**config.mk**
```make
export PLATFORM = sky130hd
export DESIGN_NAME = noc_wh_router
export DESIGN_NICKNAME = d
export VERILOG_FILES = /design/src/rtl/noc_wh_router.sv
export SDC_FILE = /design/constraint.sdc
export NUM_CORES = 2
export LEC_CHECK = 0
export ABC_AREA = 1
export BUFFER_PORTS_ARGS = -buffer_cell sky130_fd_sc_hd__buf_2
export CORE_MARGIN = 2
export CORE_UTILIZATION = 25
export CTS_BUF_LIST = sky130_fd_sc_hd__clkbuf_2
export CTS_CLUSTER_DIAMETER = 30
export CTS_CLUSTER_SIZE = 8
export DETAILED_ROUTE_END_ITERATION = 16
export HOLD_SLACK_MARGIN = 0.05
export PLACE_DENSITY_LB_ADDON = 0.08
export SETUP_SLACK_MARGIN = 0.15
export SLEW_MARGIN = 30
export SYNTH_ARGS = -nofsm -noshare
export SYNTH_HDL_FRONTEND = slang
export SYNTH_SLANG_ARGS = --single-unit
```
**constraint.sdc**
```tcl
create_clock -name clk -period 8 [get_ports clk]
set_input_delay 0.8 -clock clk [delete_from_list [all_inputs] [get_ports clk]]
set_output_delay 0.8 -clock clk [all_outputs]
set_load 0.005 [all_outputs]
```
**src/rtl/noc_wh_router.sv**
```systemverilog
// 5-port wormhole mesh router: per-input FIFOs, XY routing, round-robin switch
// allocation with per-output packet locks, credit flow control on every link.

module noc_wh_fifo #(
  parameter int FLIT_W    = 32,
  parameter int BUF_DEPTH = 4
) (
  input  logic              clk,
  input  logic              rst_n,
  input  logic              push,
  input  logic [FLIT_W-1:0] din,
  input  logic              pop,
  output logic [FLIT_W-1:0] front,
  output logic              empty,
  output logic              ovf
);
  localparam int AW = $clog2(BUF_DEPTH);

  logic [FLIT_W-1:0] mem [BUF_DEPTH];
  logic [AW:0]       wr_ptr, rd_ptr;
  logic              full;

  assign empty = wr_ptr == rd_ptr;
  assign full  = (wr_ptr[AW] != rd_ptr[AW]) && (wr_ptr[AW-1:0] == rd_ptr[AW-1:0]);
  assign front = mem[rd_ptr[AW-1:0]];

  always_ff @(posedge clk)
    if (push && !full) mem[wr_ptr[AW-1:0]] <= din;

  // full wins over a same-cycle pop: the pushed flit is dropped
  always_ff @(posedge clk) begin
    if (rst_n) begin
      wr_ptr <= '0;
      rd_ptr <= '0;
      ovf    <= 1'b0;
    end else begin
      if (push && !full) wr_ptr <= wr_ptr + 1'b1;
      if (push && full)  ovf    <= 1'b1;
      if (pop)           rd_ptr <= rd_ptr + 1'b1;
    end
  end
endmodule

module noc_wh_router #(
  parameter int   FLIT_W      = 32,
  parameter int   ARRAY_W     = 2,
  parameter int   BUF_DEPTH   = 4,
  parameter int   CREDIT_INIT = 4,
  localparam int  PORT_N      = 5
) (
  input  logic                     clk,
  input  logic                     rst_n,
  input  logic [ARRAY_W-1:0]       my_xpos,
  input  logic [ARRAY_W-1:0]       my_ypos,
  input  logic [PORT_N-1:0]        in_vld,
  input  logic [PORT_N*FLIT_W-1:0] in_flit,
  output logic [PORT_N-1:0]        in_credit_o,
  output logic [PORT_N-1:0]        out_vld,
  output logic [PORT_N*FLIT_W-1:0] out_flit,
  input  logic [PORT_N-1:0]        out_credit_i,
  output logic [PORT_N-1:0]        ovf_o
);
  localparam int PW   = 3;
  localparam int CW   = $clog2(CREDIT_INIT + 1);
  localparam int HEAD = FLIT_W - 1;
  localparam int TAIL = FLIT_W - 2;
  localparam logic [CW-1:0] CRED_MAX = CW'(CREDIT_INIT);

  logic [PORT_N-1:0][FLIT_W-1:0] front;
  logic [PORT_N-1:0]             empty, pop, owns_lock;
  logic [PORT_N-1:0][PW-1:0]     route_c, route_q;
  logic [PORT_N-1:0]             lock_vld, gnt_vld;
  logic [PORT_N-1:0][PW-1:0]     lock_own, rr_ptr, gnt_in;
  logic [PORT_N-1:0][CW-1:0]     credit;

  noc_wh_fifo #(.FLIT_W(FLIT_W), .BUF_DEPTH(BUF_DEPTH)) u_fifo [PORT_N-1:0] (
    .clk(clk), .rst_n(rst_n), .push(in_vld), .din(in_flit), .pop(pop),
    .front(front), .empty(empty), .ovf(ovf_o)
  );

  // XY dimension order: resolve X first, then Y, then eject locally
  always_comb begin
    for (int i = 0; i < PORT_N; i++) begin
      if      (front[i][2*ARRAY_W-1:ARRAY_W] > my_xpos) route_c[i] = 3'd2;
      else if (front[i][2*ARRAY_W-1:ARRAY_W] < my_xpos) route_c[i] = 3'd4;
      else if (front[i][ARRAY_W-1:0] > my_ypos)         route_c[i] = 3'd1;
      else if (front[i][ARRAY_W-1:0] < my_ypos)         route_c[i] = 3'd3;
      else                                              route_c[i] = 3'd0;
    end
  end

  always_comb begin
    owns_lock = '0;
    for (int o = 0; o < PORT_N; o++)
      if (lock_vld[o]) owns_lock[lock_own[o]] = 1'b1;
  end

  // an input owns at most one lock and a head routes to one output, so each
  // input is granted by at most one output per cycle
  always_comb begin
    int c;
    c       = 0;
    gnt_vld = '0;
    gnt_in  = '0;
    for (int o = 0; o < PORT_N; o++) begin
      if (credit[o] != '0) begin
        if (lock_vld[o]) begin
          if (!empty[lock_own[o]] && route_q[lock_own[o]] == PW'(o)) begin
            gnt_vld[o] = 1'b1;
            gnt_in[o]  = lock_own[o];
          end
        end else begin
          for (int k = 0; k < PORT_N; k++) begin
            c = int'(rr_ptr[o]) + k;
            if (c >= PORT_N) c = c - PORT_N;
            if (!gnt_vld[o] && !empty[c] && front[c][HEAD] && !owns_lock[c] &&
                route_c[c] == PW'(o)) begin
              gnt_vld[o] = 1'b1;
              gnt_in[o]  = PW'(c);
            end
          end
        end
      end
    end
  end

  always_comb begin
    pop = '0;
    for (int o = 0; o < PORT_N; o++)
      if (gnt_vld[o]) pop[gnt_in[o]] = 1'b1;
  end

  always_ff @(posedge clk) begin
    if (rst_n) begin
      out_vld     <= '0;
      out_flit    <= '0;
      in_credit_o <= '0;
      lock_vld    <= '0;
      lock_own    <= '0;
      rr_ptr      <= '0;
      route_q     <= '0;
      credit      <= {PORT_N{CRED_MAX}};
    end else begin
      out_vld     <= gnt_vld;
      in_credit_o <= pop;
      for (int o = 0; o < PORT_N; o++) begin
        if (gnt_vld[o]) out_flit[o*FLIT_W +: FLIT_W] <= front[gnt_in[o]];
        if (gnt_vld[o] && front[gnt_in[o]][HEAD]) begin
          lock_vld[o] <= !front[gnt_in[o]][TAIL];
          lock_own[o] <= gnt_in[o];
          rr_ptr[o]   <= (gnt_in[o] == PW'(PORT_N-1)) ? '0 : gnt_in[o] + 1'b1;
        end else if (gnt_vld[o] && front[gnt_in[o]][TAIL]) begin
          lock_vld[o] <= 1'b0;
        end
        case ({gnt_vld[o], out_credit_i[o]})
          2'b10:   credit[o] <= credit[o] - 1'b1;
          2'b01:   if (credit[o] != CRED_MAX) credit[o] <= credit[o] + 1'b1;
          default: ;
        endcase
      end
      for (int i = 0; i < PORT_N; i++)
        if (pop[i] && front[i][HEAD]) route_q[i] <= route_c[i];
    end
  end

  for (genvar g = 0; g < PORT_N; g++) begin : g_chk
    a_credit_sat: assert property (@(posedge clk) disable iff (rst_n)
      !(out_credit_i[g] && !gnt_vld[g] && credit[g] == CRED_MAX));
    a_orphan_body: assert property (@(posedge clk) disable iff (rst_n)
      !(!empty[g] && !front[g][HEAD] && !owns_lock[g]));
  end
endmodule

```
Yosys cells after proc, flatten, opt, wreduce, memory -nomap -nowiden. Memories as Yosys holds them, arrays and structs flattened. A register that Yosys moved wholly into a read port is not among the register bits. Index checks and enable logic that the tools add are counted.

Register bits: 270. Bits in writable memories: 640. Input bits: 176. Output and inout port bits: 175. Logic and storage cells: 1155. Memories kept: 5.

$add $sub $neg: 70. $lt $le $gt $ge: 90. Equal/unequal tests: 64. Multiplexer cells: 620. Bitwise operators: 8. Reductions and logical operators: 251.

Memories: u_fifo[0].mem (words 4, width 32, rd ports 1, clocked after Yosys merged registers in 1, write ports 1, line 19) `logic [FLIT_W-1:0] mem [BUF_DEPTH];`; u_fifo[1].mem (words 4, width 32, rd ports 1, clocked after Yosys merged registers in 1, write ports 1, line 19); u_fifo[2].mem (words 4, width 32, rd ports 1, clocked after Yosys merged registers in 1, write ports 1, line 19); u_fifo[3].mem (words 4, width 32, rd ports 1, clocked after Yosys merged registers in 1, write ports 1, line 19); u_fifo[4].mem (words 4, width 32, rd ports 1, clocked after Yosys merged registers in 1, write ports 1, line 19).

Operators by type and width (number): 2-to-1 mux 32 bit (130); binary-select mux 32 bit (select 3 bit) (30); less-than comparator 32 x 5 -> 1 bit (second input constant) (25); 2-to-1 mux 3 bit (116); binary-select mux 3 bit (select 3 bit) (30); 2-to-1 mux 1 bit (215); binary-select mux 1 bit (select 3 bit) (55); logical AND 1 bit (140); subtractor 4 x 3 -> 5 bit (second input constant) (20); zero test 1 bit (85); >= comparator 4 x 3 -> 1 bit (second input constant) (20); adder 3 x 1 -> 3 bit (second input constant) (20); 2-to-1 mux 5 bit (10); adder 3 x 2 -> 4 bit (second input constant) (10); less-than comparator 3 x 4 -> 1 bit (second input constant) (10); OR 5 bit (8); 2-to-1 mux 2 bit (19); == test 3 x 2 -> 1 bit (second input constant) (12); == test 3 bit (second input constant) (11); demux 1 bit (select 3 bit) (10); >= comparator 3 x 1 -> 1 bit (second input constant) (10); one-hot mux 3 bit (2 select lines) (5); adder 3 x 1 -> 4 bit (second input constant) (5); adder 3 x 3 -> 4 bit (second input constant) (5); other kinds (17) (102).

Longest topological paths before layout.
Word-level depth: 69. Mapped depth: 36. Depth with buffers taken out: 35.

Modules after synthesis. A second synthesis with hierarchy kept.

Cells, all modules: 5869. Area total of the unflattened synthesis: 48831.8 um2.

Modules (own cells, without submodules): noc_wh_fifo (times used 5, cells an instance 376, area each 5193.7 um2, seq. area each 4023.9 um2); noc_wh_router (times used 1, cells an instance 3989, area each 22863.2 um2, seq. area each 4704.5 um2).

Worst setup path after synthesis. OpenSTA, ideal clock, no wires.

Kind: flip-flop to flip-flop. Start: register with a tool-made name. End: register rr_ptr[5] (netlist bit). Setup time: 64 ps. Data arrival time: 3990 ps. Data required time: 7936 ps. Slack: 3945 ps. Cell stages (with the launch flop): 28. Path buffers: 5. Period minus slack after synthesis: 4055 ps. Path through: dfxtp_1 -> buf_6 -> clkbuf_1 -> nand2_1 -> a32oi_1 -> ha_1 -> a21oi_2 -> nor2_1 -> nand3_1 -> nor2_1 -> nand2_1 -> nand3_1 -> nand4_2 -> nand2_2 -> a21oi_4 -> nand3_2 -> nor2_2 -> nand3_1 -> nand3_2 -> nand2_4 -> buf_6 -> buf_6 -> buf_2 -> ha_1 -> nor3_1 -> a21o_1 -> nor2_1 -> nor2_1.

RTL lines: to (signal, indexed assignment) (line 151) `rr_ptr[o] <= (gnt_in[o] == PW'(PORT_N-1)) ? '0 : gnt_in[o] + 1'b1;`; to (decl) (line 73) `logic [PORT_N-1:0][PW-1:0] lock_own, rr_ptr, gnt_in;`.

==> metrics.md <==
| Metric | Value |
|---|---|
| Status | complete, no violations |
| Post-synthesis cell area | roughly 50000 sq um |
| Placed cell areas | 53300 sq um |
| Post-synth EDFFs | between 600 and 700 |
| Most common cell on crit path | nand2_1 |
| Setup-failing EPs final | 0 |
| Relative slew slack | between 10% and 20% |
| MaxCap Viol Count | 0 |
| Leading cell type in the layout, fill and taps excluded | nand2_1 |
| Top FF cell, synth | edfxtp_1 |
| CTS Buffer Depth | 3 |
| Met2 WL | ~110000 um |
| DRC Markers | 0 |
| Share of the synthesized area in the top cell type | between 30% and 40% |
| Clk_lat worst skew | roughly 1.9 ns |
| Dominant cell type by area after synthesis | edfxtp_1 |
| Worst-margin pin slew | around 1.3 ns |
| Fin crit share | 82.3% |
| Seq/Total Area, Yosys | 51.1% |
| CTS H-tree lvls | 4 |
| Area growth from synthesis to layout | 23.7% |
| Final GP Congestion | approximately 0.9 |
| Hold Fails Final Rpt | 0 |
| Die Wd | 445 um |
| Final worst slack | about 1.4 ns |
| Postcts setup bufs | 0 |
| Final Cell Area | ~60000 sq um |
| Max Clock Freq | ~150 MHz |
| Die H | approximately 440 um |
| Synth Warn # | 0 |
| Total GRT Usage | between 20% and 30% |
| Routed vias | 44100 |
| Delay of the slowest critical-path stage | around 0.68 ns |
| Share of cells above drive strength 1 | around 19% |
| Crit path max fanout | 64 |
| Async set-reset flop share out of synthesis | 0% |
| Pre-Repair DR Iteration Count | 6 |
| Hold slack final | around 0.28 ns |
| Arrival time worst endpoint | between 8 and 9 ns |
| CTS tree | yes |
| CP Class | reg2reg |
| Top sig layer | met4 |
| Worst R2R Path Depth | 29 |
| Synth top area cells | edfxtp_1 (40%), dfxtp_1 (12%), nand2_1 (11%), a21oi_1 (5.1%), o21ai_0 (4.3%) |
| Clk pin slew, worst setup/hold paths | 0.15 ns |
| Post-DRT Antenna Nets | 0 |
| Clk root buf | clkbuf_2 |
| Met3 Wirelength | 9770 um |
| Final Skew | approximately 0.13 ns |
| Io pins | between 300 and 400 |
| Startpoint types | flop |
| Port-buffer cells | between 300 and 400 |
| Total die area | 198000 sq um |
| Vias in the first global route | 42700 |
| RSZ-0062 raised after global routing | no |
| Worst Setup End Kind | flop |
| CP max-delay cell | a32oi_1 |
| Post-synthesis cell type count | 65 |
| Final HPWL DP | 163000 um |
| Largest net degree at the start of global routing | 106 |
| Fin. max-slew vios | 0 |
| Mean post-synth cell area | between 8 and 9 sq um |
| Initial core utilization | roughly 25% |
| Starting DRT DRC Count | around 3100 |
| Synth Instances | ~5600 |
| Routed met1 length | 88600 um |
| Core Area | 193000 sq um |
| Post-Place Worst Slack | 1.56 ns |
| Grt ovf | 0 |
| Reg2Reg Setup Slack | 1.42 ns |
| Sum Neg Setup Slack | 0 ns |
| Vias per inst | 4.83 |
| TritonCTS Sinks | about 900 |
| # fillers | 20500 |
| DRT Wirelength | 223000 um |
| Tmin final | 6.58 ns |
| Net count after synthesis | approximately 5900 |
| Initial antenna violation count | 8 |
| Row count | 161 |
| Fin nets | around 6700 |
| Worst EP required | around 9.7 ns |
| Most frequent cells in the layout | nand2_1 (1364), edfxtp_1 (640), a21oi_1 (498), inv_1 (429), o21ai_0 (412) |
| Global-route wire length before repair | approximately 310000 um |
| Post-detailed-route wirelength per cell | between 20 and 25 um |
| Synth Register Bits | between 900 and 1000 |
| CTS Buf Count | ~230 |
| Worst hold path class | in2reg |
## registers in the layout (all words and copies together) (netlist names), named ones only
name	cells
u_fifo.rd_ptr	15
in_credit_o	5
credit	15
out_flit	160
u_fifo.wr_ptr	15
lock_vld	5
route_q	15
rr_ptr	15
lock_own	15
out_vld	5
u_fifo.ovf	5
u_fifo.mem	640
## Yosys cell counts (27+ instances only)
| library cell | count |
|---|---|
| buf_2 | 53 |
| nor2_1 | 394 |
| inv_2 | 68 |
| nand2_1 | 1365 |
| o21ai_0 | 413 |
| nand4_1 | 44 |
| ha_1 | 115 |
| edfxtp_1 | 640 |
| o211ai_1 | 65 |
| nand2_2 | 48 |
| a21oi_1 | 499 |
| nand3_1 | 229 |
| inv_1 | 429 |
| nor2_2 | 27 |
| a31oi_1 | 27 |
| or2_2 | 44 |
| clkbuf_1 | 169 |
| a41oi_1 | 88 |
| a32oi_1 | 126 |
| dfxtp_1 | 280 |
| nand3_2 | 31 |
| o21ai_1 | 99 |
## routing by layer
layer | global-route usage [%] | vias to the layer above
met5 | 0 | -
met4 | 10.9 | 0
met3 | 3.60 | 416
met2 | 39.0 | 1279
met1 | 25.4 | 21200
li1 | - | 21100
## area by class of cell
cell class / count / area, sq um / share of cell area, %
Clock inverter: 179 / 1780 / 2.96
Timing Repair Buffer: 843 / 6370 / 10.6
Inverter: 502 / 1900 / 3.16
Clock buffer: 263 / 1320 / 2.19
Sequential cell: 920 / 24800 / 41.3
Antenna cell: 19 / 47.5 / 0.0791
Multi-Input combinational cell: 3863 / 20700 / 34.4
Tap cell: 2526 / 3160 / 5.26
## stage by stage
step / util, % / instances
floorplan: - / 5564
global route: 31.2 / 9107
global placement: 27.6 / 8275
CTS: 31.2 / 9096
finish: 31.2 / 9115
detailed placement: 27.7 / 8290
## repair_timing
item | 4_1_cts | 5_1_grt
gates resized for setup | 0 | 0
hold buffers | 364 | 0
endpoints found under the hold margin | 1474 | 0
endpoints found under the setup margin | 0 | 0
## cell families after synthesis
family / after synthesis / share of synthesized area, %
adders and majority gates: 120 / 3.17
xor gates and xnor gates: 34 / 0.705
AOI/OAI and AO/OA: 1437 / 17.8
and+or+nand+nor: 2272 / 20.5
DFF: 920 / 51.1
buffers and inverters: 781 / 6.76
## worst max-delay path, delay by kind of cell (launching register included)
family | cells | cell delay, ns
buffers and inverters | 5 | 1.63
AOI/OAI and AO/OA | 1 | 0.68
DFF | 1 | 0.39
and+or+nand+nor | 22 | 3.24
adders and majority gates | 1 | 0.38
## worst min-delay path by stage
stage / cells after the start / startpoint / end
detailed placement: 2 / out_flit[127]$_SDFFE_PP0P_ / out_flit[127]$_SDFFE_PP0P_
finish: 3 / in_flit[123] / u_fifo[3].mem[1][27]$_DFFE_PP_
floorplan: 2 / u_fifo[0].ovf$_SDFFE_PP0P_ / u_fifo[0].ovf$_SDFFE_PP0P_
global route: 3 / in_flit[36] / u_fifo[1].mem[1][4]$_DFFE_PP_
global placement: 1 / u_fifo[4].wr_ptr[2]$_SDFFE_PP0P_ / u_fifo[4].wr_ptr[2]$_SDFFE_PP0P_
CTS: 3 / in_flit[146] / u_fifo[4].mem[1][18]$_DFFE_PP_
Power is not shown: default switching activity piles up to over one toggle a cycle in this logic, so the estimate is an artifact.
